<file path="src/rtl/mdio_resp.sv">
`default_nettype none
// +--------------------------------------------------------------------------+
// | mdio_resp : Clause 22 MDIO responder with a 32 x 16 register file,       |
// |             oversampling MDC/MDIO on the system clock.                   |
// | Revision  : 1.0                                                          |
// +--------------------------------------------------------------------------+
module mdio_resp #(
  parameter logic [4:0]  PHY_ADDR = 5'd1,
  parameter int          PRE_MIN  = 32,
  parameter bit          BCAST_EN = 1'b1,
  parameter logic [15:0] PHY_ID1  = 16'h001C,
  parameter logic [15:0] PHY_ID2  = 16'hC915
) (
  input  logic        clk,
  input  logic        rst,
  input  logic        mdc,
  input  logic        mdio_i,
  output logic        mdio_o,
  output logic        mdio_oe,
  input  logic [15:0] stat_i,
  output logic        wr_stb,
  output logic [4:0]  wr_reg,
  output logic [15:0] wr_data,
  output logic        rd_stb,
  output logic        busy
);

  typedef enum logic [2:0] {
    S_IDLE = 3'd0,
    S_ST   = 3'd1,
    S_OP   = 3'd2,
    S_PHY  = 3'd3,
    S_REG  = 3'd4,
    S_TA   = 3'd5,
    S_DATA = 3'd6
  } state_t;

  logic mdc_s1_q, mdc_s2_q, mdc_s3_q;
  logic mdio_s1_q, mdio_s2_q;
  logic rise, bit_in;

  // Synchronisers run freely so that reset never fabricates an MDC edge.
  always_ff @(posedge clk) begin
    mdc_s1_q  <= mdc;
    mdc_s2_q  <= mdc_s1_q;
    mdc_s3_q  <= mdc_s2_q;
    mdio_s1_q <= mdio_i;
    mdio_s2_q <= mdio_s1_q;
  end

  assign rise   = mdc_s2_q & ~mdc_s3_q;
  assign bit_in = mdio_s2_q;

  state_t      state_q;
  logic [5:0]  pre_q;
  logic [3:0]  cnt_q;
  logic        rd_q, match_q;
  logic [15:0] sh_q, rdat_q;
  logic [4:0]  regad_q;
  logic        oe_q, o_q, wr_stb_q, rd_stb_q, busy_q;
  logic [4:0]  wr_reg_q;
  logic [15:0] wr_data_q;
  logic [15:0] regs_q [32];

  logic [15:0] sh_d, rdval_d;
  logic [4:0]  low5_d;
  logic        pre_ok_d, match_d;

  always_comb begin
    sh_d     = {sh_q[14:0], bit_in};
    low5_d   = sh_d[4:0];
    rdval_d  = regs_q[low5_d];
    if (low5_d == 5'd1) rdval_d = stat_i;
    if (low5_d == 5'd0) rdval_d[15] = 1'b0;
    pre_ok_d = (int'(pre_q) >= PRE_MIN);
    match_d  = (low5_d == PHY_ADDR) ||
               ((BCAST_EN != 1'b0) && (low5_d == 5'd0) && !rd_q);
  end

  function automatic logic [15:0] dflt(input int idx);
    case (idx)
      0:       dflt = 16'h1140;
      2:       dflt = PHY_ID1;
      3:       dflt = PHY_ID2;
      default: dflt = 16'h0000;
    endcase
  endfunction

  always_ff @(posedge clk) begin
    if (rst) begin
      state_q   <= S_IDLE;
      pre_q     <= '0;
      cnt_q     <= '0;
      rd_q      <= 1'b0;
      match_q   <= 1'b0;
      sh_q      <= '0;
      rdat_q    <= '0;
      regad_q   <= '0;
      oe_q      <= 1'b0;
      o_q       <= 1'b0;
      wr_stb_q  <= 1'b0;
      rd_stb_q  <= 1'b0;
      busy_q    <= 1'b0;
      wr_reg_q  <= '0;
      wr_data_q <= '0;
      for (int i = 0; i < 32; i++) regs_q[i] <= dflt(i);
    end else begin
      wr_stb_q <= 1'b0;
      rd_stb_q <= 1'b0;
      if (rise) begin
        case (state_q)
          S_IDLE: begin
            if (bit_in) begin
              if (pre_q != 6'h3F) pre_q <= pre_q + 6'd1;
            end else begin
              pre_q <= '0;
              if (pre_ok_d) state_q <= S_ST;
            end
          end
          S_ST: begin
            if (bit_in) begin
              state_q <= S_OP;
              busy_q  <= 1'b1;
              cnt_q   <= '0;
            end else begin
              state_q <= S_IDLE;
            end
          end
          S_OP: begin
            sh_q  <= sh_d;
            cnt_q <= cnt_q + 4'd1;
            if (cnt_q == 4'd1) begin
              cnt_q <= '0;
              if (sh_d[1:0] == 2'b10) begin
                rd_q    <= 1'b1;
                state_q <= S_PHY;
              end else if (sh_d[1:0] == 2'b01) begin
                rd_q    <= 1'b0;
                state_q <= S_PHY;
              end else begin
                state_q <= S_IDLE;
                busy_q  <= 1'b0;
              end
            end
          end
          S_PHY: begin
            sh_q  <= sh_d;
            cnt_q <= cnt_q + 4'd1;
            if (cnt_q == 4'd4) begin
              cnt_q   <= '0;
              match_q <= match_d;
              state_q <= S_REG;
            end
          end
          S_REG: begin
            sh_q  <= sh_d;
            cnt_q <= cnt_q + 4'd1;
            if (cnt_q == 4'd4) begin
              cnt_q   <= '0;
              regad_q <= low5_d;
              rdat_q  <= rdval_d;
              state_q <= S_TA;
            end
          end
          S_TA: begin
            cnt_q <= cnt_q + 4'd1;
            if (cnt_q == 4'd0) begin
              // Drive the second turnaround bit low.
              if (rd_q && match_q) begin
                oe_q <= 1'b1;
                o_q  <= 1'b0;
              end
            end else begin
              cnt_q <= '0;
              if (rd_q) begin
                state_q <= S_DATA;
                if (match_q) begin
                  o_q    <= rdat_q[15];
                  rdat_q <= {rdat_q[14:0], 1'b0};
                end
              end else if (bit_in) begin
                state_q <= S_IDLE;
                busy_q  <= 1'b0;
              end else begin
                state_q <= S_DATA;
              end
            end
          end
          S_DATA: begin
            sh_q  <= sh_d;
            cnt_q <= cnt_q + 4'd1;
            if (cnt_q != 4'd15) begin
              if (rd_q && match_q) begin
                o_q    <= rdat_q[15];
                rdat_q <= {rdat_q[14:0], 1'b0};
              end
            end else begin
              state_q <= S_IDLE;
              busy_q  <= 1'b0;
              oe_q    <= 1'b0;
              o_q     <= 1'b0;
              cnt_q   <= '0;
              pre_q   <= '0;
              if (rd_q) begin
                rd_stb_q <= match_q;
              end else if (match_q) begin
                wr_stb_q  <= 1'b1;
                wr_reg_q  <= regad_q;
                wr_data_q <= sh_d;
                if ((regad_q == 5'd0) && sh_d[15]) begin
                  for (int i = 0; i < 32; i++) regs_q[i] <= dflt(i);
                end else if ((regad_q == 5'd0) || (regad_q > 5'd3)) begin
                  regs_q[regad_q] <= sh_d;
                end
              end
            end
          end
          default: state_q <= S_IDLE;
        endcase
      end
    end
  end

  // Reset releases the line combinationally, not one clock later.
  assign mdio_oe = oe_q & ~rst;
  assign mdio_o  = o_q;
  assign wr_stb  = wr_stb_q;
  assign wr_reg  = wr_reg_q;
  assign wr_data = wr_data_q;
  assign rd_stb  = rd_stb_q;
  assign busy    = busy_q;

endmodule
`default_nettype wire

</file>
<file path="config.mk">
export PLATFORM = sky130hd
export DESIGN_NAME = mdio_resp
export DESIGN_NICKNAME = d
export VERILOG_FILES = /design/src/rtl/mdio_resp.sv
export SDC_FILE = /design/constraint.sdc
export NUM_CORES = 1
export LEC_CHECK = 0
export CAP_MARGIN = 0
export CORE_MARGIN = 5
export CORE_UTILIZATION = 57
export DETAILED_ROUTE_END_ITERATION = 10
export DONT_BUFFER_PORTS = 1
export HOLD_SLACK_MARGIN = 0.03
export PLACE_DENSITY = 0.7
export RECOVER_POWER = 25
export REMOVE_ABC_BUFFERS = 1
export SETUP_SLACK_MARGIN = 0.5
export SYNTH_ARGS = -nofsm -noshare
export SYNTH_HDL_FRONTEND = slang
export SYNTH_SLANG_ARGS = --single-unit
</file>
<file path="constraint.sdc">
create_clock -name clk -period 4.05 [get_ports clk]
set_input_delay 0.2025 -clock clk [delete_from_list [all_inputs] [get_ports clk]]
set_output_delay 0.2025 -clock clk [all_outputs]
set_load 0.05 [all_outputs]
</file>
==> results.txt <==
----------------------------------------------------
[CTS]
  Number of levels the H-tree was split into ... 2
  Number of setup buffers added after CTS ... 0
  Number of clock sinks ... 594
  Number of gates given a new drive strength after cts ... 0
  Clock-pin slew of the registers on the worst-case setup and hold paths ... 0.07 ns
  Count of hold buffers inserted by post-cts repair ... 7
  Clock tree root driver cell ... sky130_fd_sc_hd__clkbuf_16
  Number of buffers inserted during clock tree synthesis ... 59
  Max Root-Sink Buffers ... 3
  Clock insertion delay at the later pin of the skew report ... 0.61 ns
  TritonCTS clock tree ... yes

[Placement]
  Count of buffers from port buffering ... 0
  Cell count after placement ... 2,566
  Gpl congestion ... 0.9313
  Post-Place Cell Area ... 27,890 sq um
  Estimated wirelength of the detail-placed design ... 43,840 um

[Power]
  Fraction of power consumed by combinational cells ... 4.2%
  Switching power summed over all nets ... 2.722 mW
  P_int ... 10.26 mW
  Leak ... 10.29 nW
  Power after layout ... 12.98 mW
  Net switching fraction of the power ... 20.98%
  Max VDD drop ... 0.0003414 V
  Power density of the placed cells ... 435.3 nW/um^2
  Share of power burned in the clock network ... 41.9%
  Proportion of power drawn by flip-flops and latches ... 53.9%

[STA]
  Final critical delay including setup and external delays ... 3.549 ns
  Fin. max-slew vios ... 0
  Tightest Pin Transition ... 1.149 ns
  Max Freq ... 281.8 MHz
  Worst max-slew margin expressed relative to the limit ... 23.01%
  RSZ-0062 raised after global routing ... no
  Final count of negative-setup-slack endpoints ... 0
  Worst Hold Margin ... 0.06865 ns
  Final cycle utilization of the critical path ... 87.63%
  Total count of hold-check failures in the final report ... 0
  Final Skew ... 0.01457 ns
  Total Negative Setup Slacks ... 0 ns

[Global route]
  Pin count of the biggest net entering global routing ... 59
  Gr ovfl total ... 0
  Wire length of the first global-routing pass ... 104,200 um
  GRT Overall Usage ... 26.37%
  Vias in the first global route ... 16,328
  Antenna violations before repair ... 10

[Synth]
  Post-Syn Instances ... 2,010
  Area share of the leading cell type in the synthesized netlist ... 56.82%
  Largest area contributor in the netlist ... sky130_fd_sc_hd__edfxtp_1
  Top post-synthesis cells by area ... sky130_fd_sc_hd__edfxtp_1, sky130_fd_sc_hd__and2_1, sky130_fd_sc_hd__mux4_2, sky130_fd_sc_hd__dfxtp_1, sky130_fd_sc_hd__mux2i_1
  Warnings from Yosys ... 0
  Proportion of register bits with asynchronous set or reset after synthesis ... 0%
  Avg Cell Area, Syn ... 13.46 sq um
  Count of flip-flops with a built-in enable after synthesis ... 512
  Post-Syn Area ... 27,060 sq um
  Post-synthesis register bit count ... 594
  Seq/Total Area, Yosys ... 62.89%
  Unique masters post-synth ... 78
  Primary FF master, synth ... sky130_fd_sc_hd__edfxtp_1

[Cells and area]
  Cell area after layout ... 29,810 sq um
  Layout Nets ... 2,055
  Number of standard cells in the layout, taps in and fillers out ... 2,689
  Number of fillers in the final layout ... 3,479
  Max reg flops ... 512
  Area growth, synth to finish ... 10.19%
  Layout cell share with drive strength beyond 1 ... 14.66%
  Register with the most flip-flops ... regs_q

[Drt]
  DRC violation total after the first TritonRoute iteration ... 2,228
  Antenna Nets Post-Route ... 0
  Detailed Routing Iterations Pass 1 ... 6
  Routed wire per std cell ... 25.92 um
  DR vias ... 16,757
  Via count normalized by instance count ... 6.232
  DRC violation count after routing ... 0
  Post-Route WL ... 69,710 um

[Critical path]
  Kind of capture point of the worst setup path ... flip-flop
  Critical Path AT ... 3.84 ns
  Type of the worst setup path ... flip-flop to flip-flop
  CP Launch Type ... flip-flop
  Critical path's largest stage delay ... 0.68 ns
  CP bufs+invs ... 2
  Worst endpoint required time ... 4.34 ns
  Critical path peak fanout ... 18
  Max stage delay cell, worst path ... sky130_fd_sc_hd__dfxtp_1
  Series of cell instances along the critical path ... nand3b_1, nor4_4, nand3_1, clkbuf_1, o21ai_0, buf_4
  Cell family contributing the most delay on the critical path ... simple AND/OR/NAND/NOR gates

[Floorplan]
  Horizontal die dimension ... 227.9 um
  Count of pins on the block boundary ... 46
  Core box area ... 46,750 sq um
  Starting density of the core ... 57.87%
  Die area ... 51,930 sq um
  Site Rows ... 79
  Die outline height ... 227.9 um

[Run status]
  Run status ... completed

[Job]
  Reported max-cap violation count ... 0

[Min path]
  Worst hold path class ... input port to flip-flop

----------------------------------------------------
through the flow:
step,setup slack (ns),utilization (%)
after floorplan,-6.179,-
after global placement,0.9447,59.66
after detailed placement,0.7975,59.66
after CTS,0.7643,63.95
after global routing,0.3208,63.75
final,0.5012,63.77
routing by layer:
layer,vias up,wire length (um),GRT usage (%)
li1,7367,-,-
met1,8427,27560,37.08
met2,797,32790,41.69
met3,162,6090,4.236
met4,4,3235,11.02
met5,-,25,0
cell usage after synthesis (5+ instances only):
cell	instances
sky130_fd_sc_hd__edfxtp_1	512
sky130_fd_sc_hd__and2_1	407
sky130_fd_sc_hd__nand2_1	131
sky130_fd_sc_hd__clkbuf_1	113
sky130_fd_sc_hd__mux2i_1	90
sky130_fd_sc_hd__mux4_2	89
sky130_fd_sc_hd__dfxtp_1	82
sky130_fd_sc_hd__nor2_1	80
sky130_fd_sc_hd__a21oi_1	70
sky130_fd_sc_hd__nor3_1	65
sky130_fd_sc_hd__o21ai_0	38
sky130_fd_sc_hd__buf_2	25
sky130_fd_sc_hd__clkbuf_2	24
sky130_fd_sc_hd__nand3_1	22
sky130_fd_sc_hd__a22oi_1	18
sky130_fd_sc_hd__o22ai_1	18
sky130_fd_sc_hd__mux2_2	15
sky130_fd_sc_hd__a311oi_1	14
sky130_fd_sc_hd__nand2b_1	14
sky130_fd_sc_hd__nor4_1	14
sky130_fd_sc_hd__buf_4	12
sky130_fd_sc_hd__inv_1	12
sky130_fd_sc_hd__a221o_1	9
sky130_fd_sc_hd__a22o_1	9
sky130_fd_sc_hd__ha_1	8
sky130_fd_sc_hd__nor2b_1	8
sky130_fd_sc_hd__nor2_4	7
sky130_fd_sc_hd__and3_1	6
sky130_fd_sc_hd__nand3b_1	6
sky130_fd_sc_hd__o211ai_1	6
sky130_fd_sc_hd__a211o_1	5
sky130_fd_sc_hd__buf_1	5
sky130_fd_sc_hd__nor3b_1	5
power groups by stage:
stage	registers, mW	logic [mW]	clock network [mW]
final	6.99	0.551	5.43
after global routing	7.02	0.585	5.75
after CTS	7.00	0.551	5.49
after detailed placement	7.12	0.532	0
after global placement	7.11	0.527	0
after floorplan	7.12	0.352	0
cells by family after synthesis:
family / after synthesis / share of synthesized area (%)
AND/OR/NAND/NOR: 790 / 16.52
XOR/XNOR: 5 / 0.1618
AO/OA/AOI/OAI: 222 / 5.471
buffers and inverters: 195 / 3.195
flip-flops: 594 / 62.89
adder cells (fa/ha/maj): 8 / 0.3700
other: 2 / 0.02776
multiplexers: 194 / 11.36
tightest hold or removal path, delay by kind of cell:
family          cells  cell delay, ns
compound gates      3            0.45
cell type report:
| type | instances | area (sq um) | area share [%] |
|---|---|---|---|
| antenna | 8 | 20.02 | 0.06715 |
| multi-input combinational | 1268 | 9301 | 31.20 |
| timing repair buffer | 91 | 726.9 | 2.438 |
| inverter | 13 | 48.80 | 0.1637 |
| clock buffer | 71 | 1604 | 5.380 |
| sequential | 594 | 17040 | 57.15 |
| tap | 607 | 759.5 | 2.547 |
| clock inverter | 37 | 314.1 | 1.053 |
layout by cell type (no fill, tap or decap), types with 5 or more instances in the layout:
master and count:
sky130_fd_sc_hd__nor4_1 16, sky130_fd_sc_hd__mux2_2 15, sky130_fd_sc_hd__o21ai_0 13, sky130_fd_sc_hd__and2_1 346, sky130_fd_sc_hd__diode_2 8, sky130_fd_sc_hd__clkinv_1 12, sky130_fd_sc_hd__nor3_1 64, sky130_fd_sc_hd__o211ai_1 6
sky130_fd_sc_hd__bufinv_16 5, sky130_fd_sc_hd__a22o_1 9, sky130_fd_sc_hd__nor3b_1 5, sky130_fd_sc_hd__edfxtp_1 512, sky130_fd_sc_hd__a311oi_1 14, sky130_fd_sc_hd__dlygate4sd3_1 6, sky130_fd_sc_hd__dfxtp_2 10, sky130_fd_sc_hd__nor2_1 83
sky130_fd_sc_hd__and3_1 6, sky130_fd_sc_hd__clkinv_2 15, sky130_fd_sc_hd__o21ai_1 25, sky130_fd_sc_hd__buf_4 73, sky130_fd_sc_hd__a211o_1 5, sky130_fd_sc_hd__inv_1 12, sky130_fd_sc_hd__a221o_1 9, sky130_fd_sc_hd__and2_0 62
sky130_fd_sc_hd__dfxtp_1 69, sky130_fd_sc_hd__nand2_1 131, sky130_fd_sc_hd__o22ai_1 18, sky130_fd_sc_hd__a22oi_1 18, sky130_fd_sc_hd__nand2b_1 14, sky130_fd_sc_hd__a21oi_1 70, sky130_fd_sc_hd__clkbuf_1 13, sky130_fd_sc_hd__clkbuf_16 61
sky130_fd_sc_hd__ha_1 8, sky130_fd_sc_hd__nand3_1 23, sky130_fd_sc_hd__mux2i_1 90, sky130_fd_sc_hd__conb_1 49, sky130_fd_sc_hd__nor2b_1 8, sky130_fd_sc_hd__nand3b_1 7, sky130_fd_sc_hd__mux4_2 89
final timing paths:
path | startpoint | to | slack, ns | cells after the start
setup / recovery | state_q[1] | regs_q[24][6] | 0.50 | 6
hold / removal | stat_i[14] | rdat_q[14] | 0.07 | 3
setup reg to reg | state_q[1] | regs_q[24][6] | 0.50 | 6
hold reg to reg | mdio_s1_q | bit_in | 0.33 | 0
No activity file was read; power rests on OpenSTA's default activity.
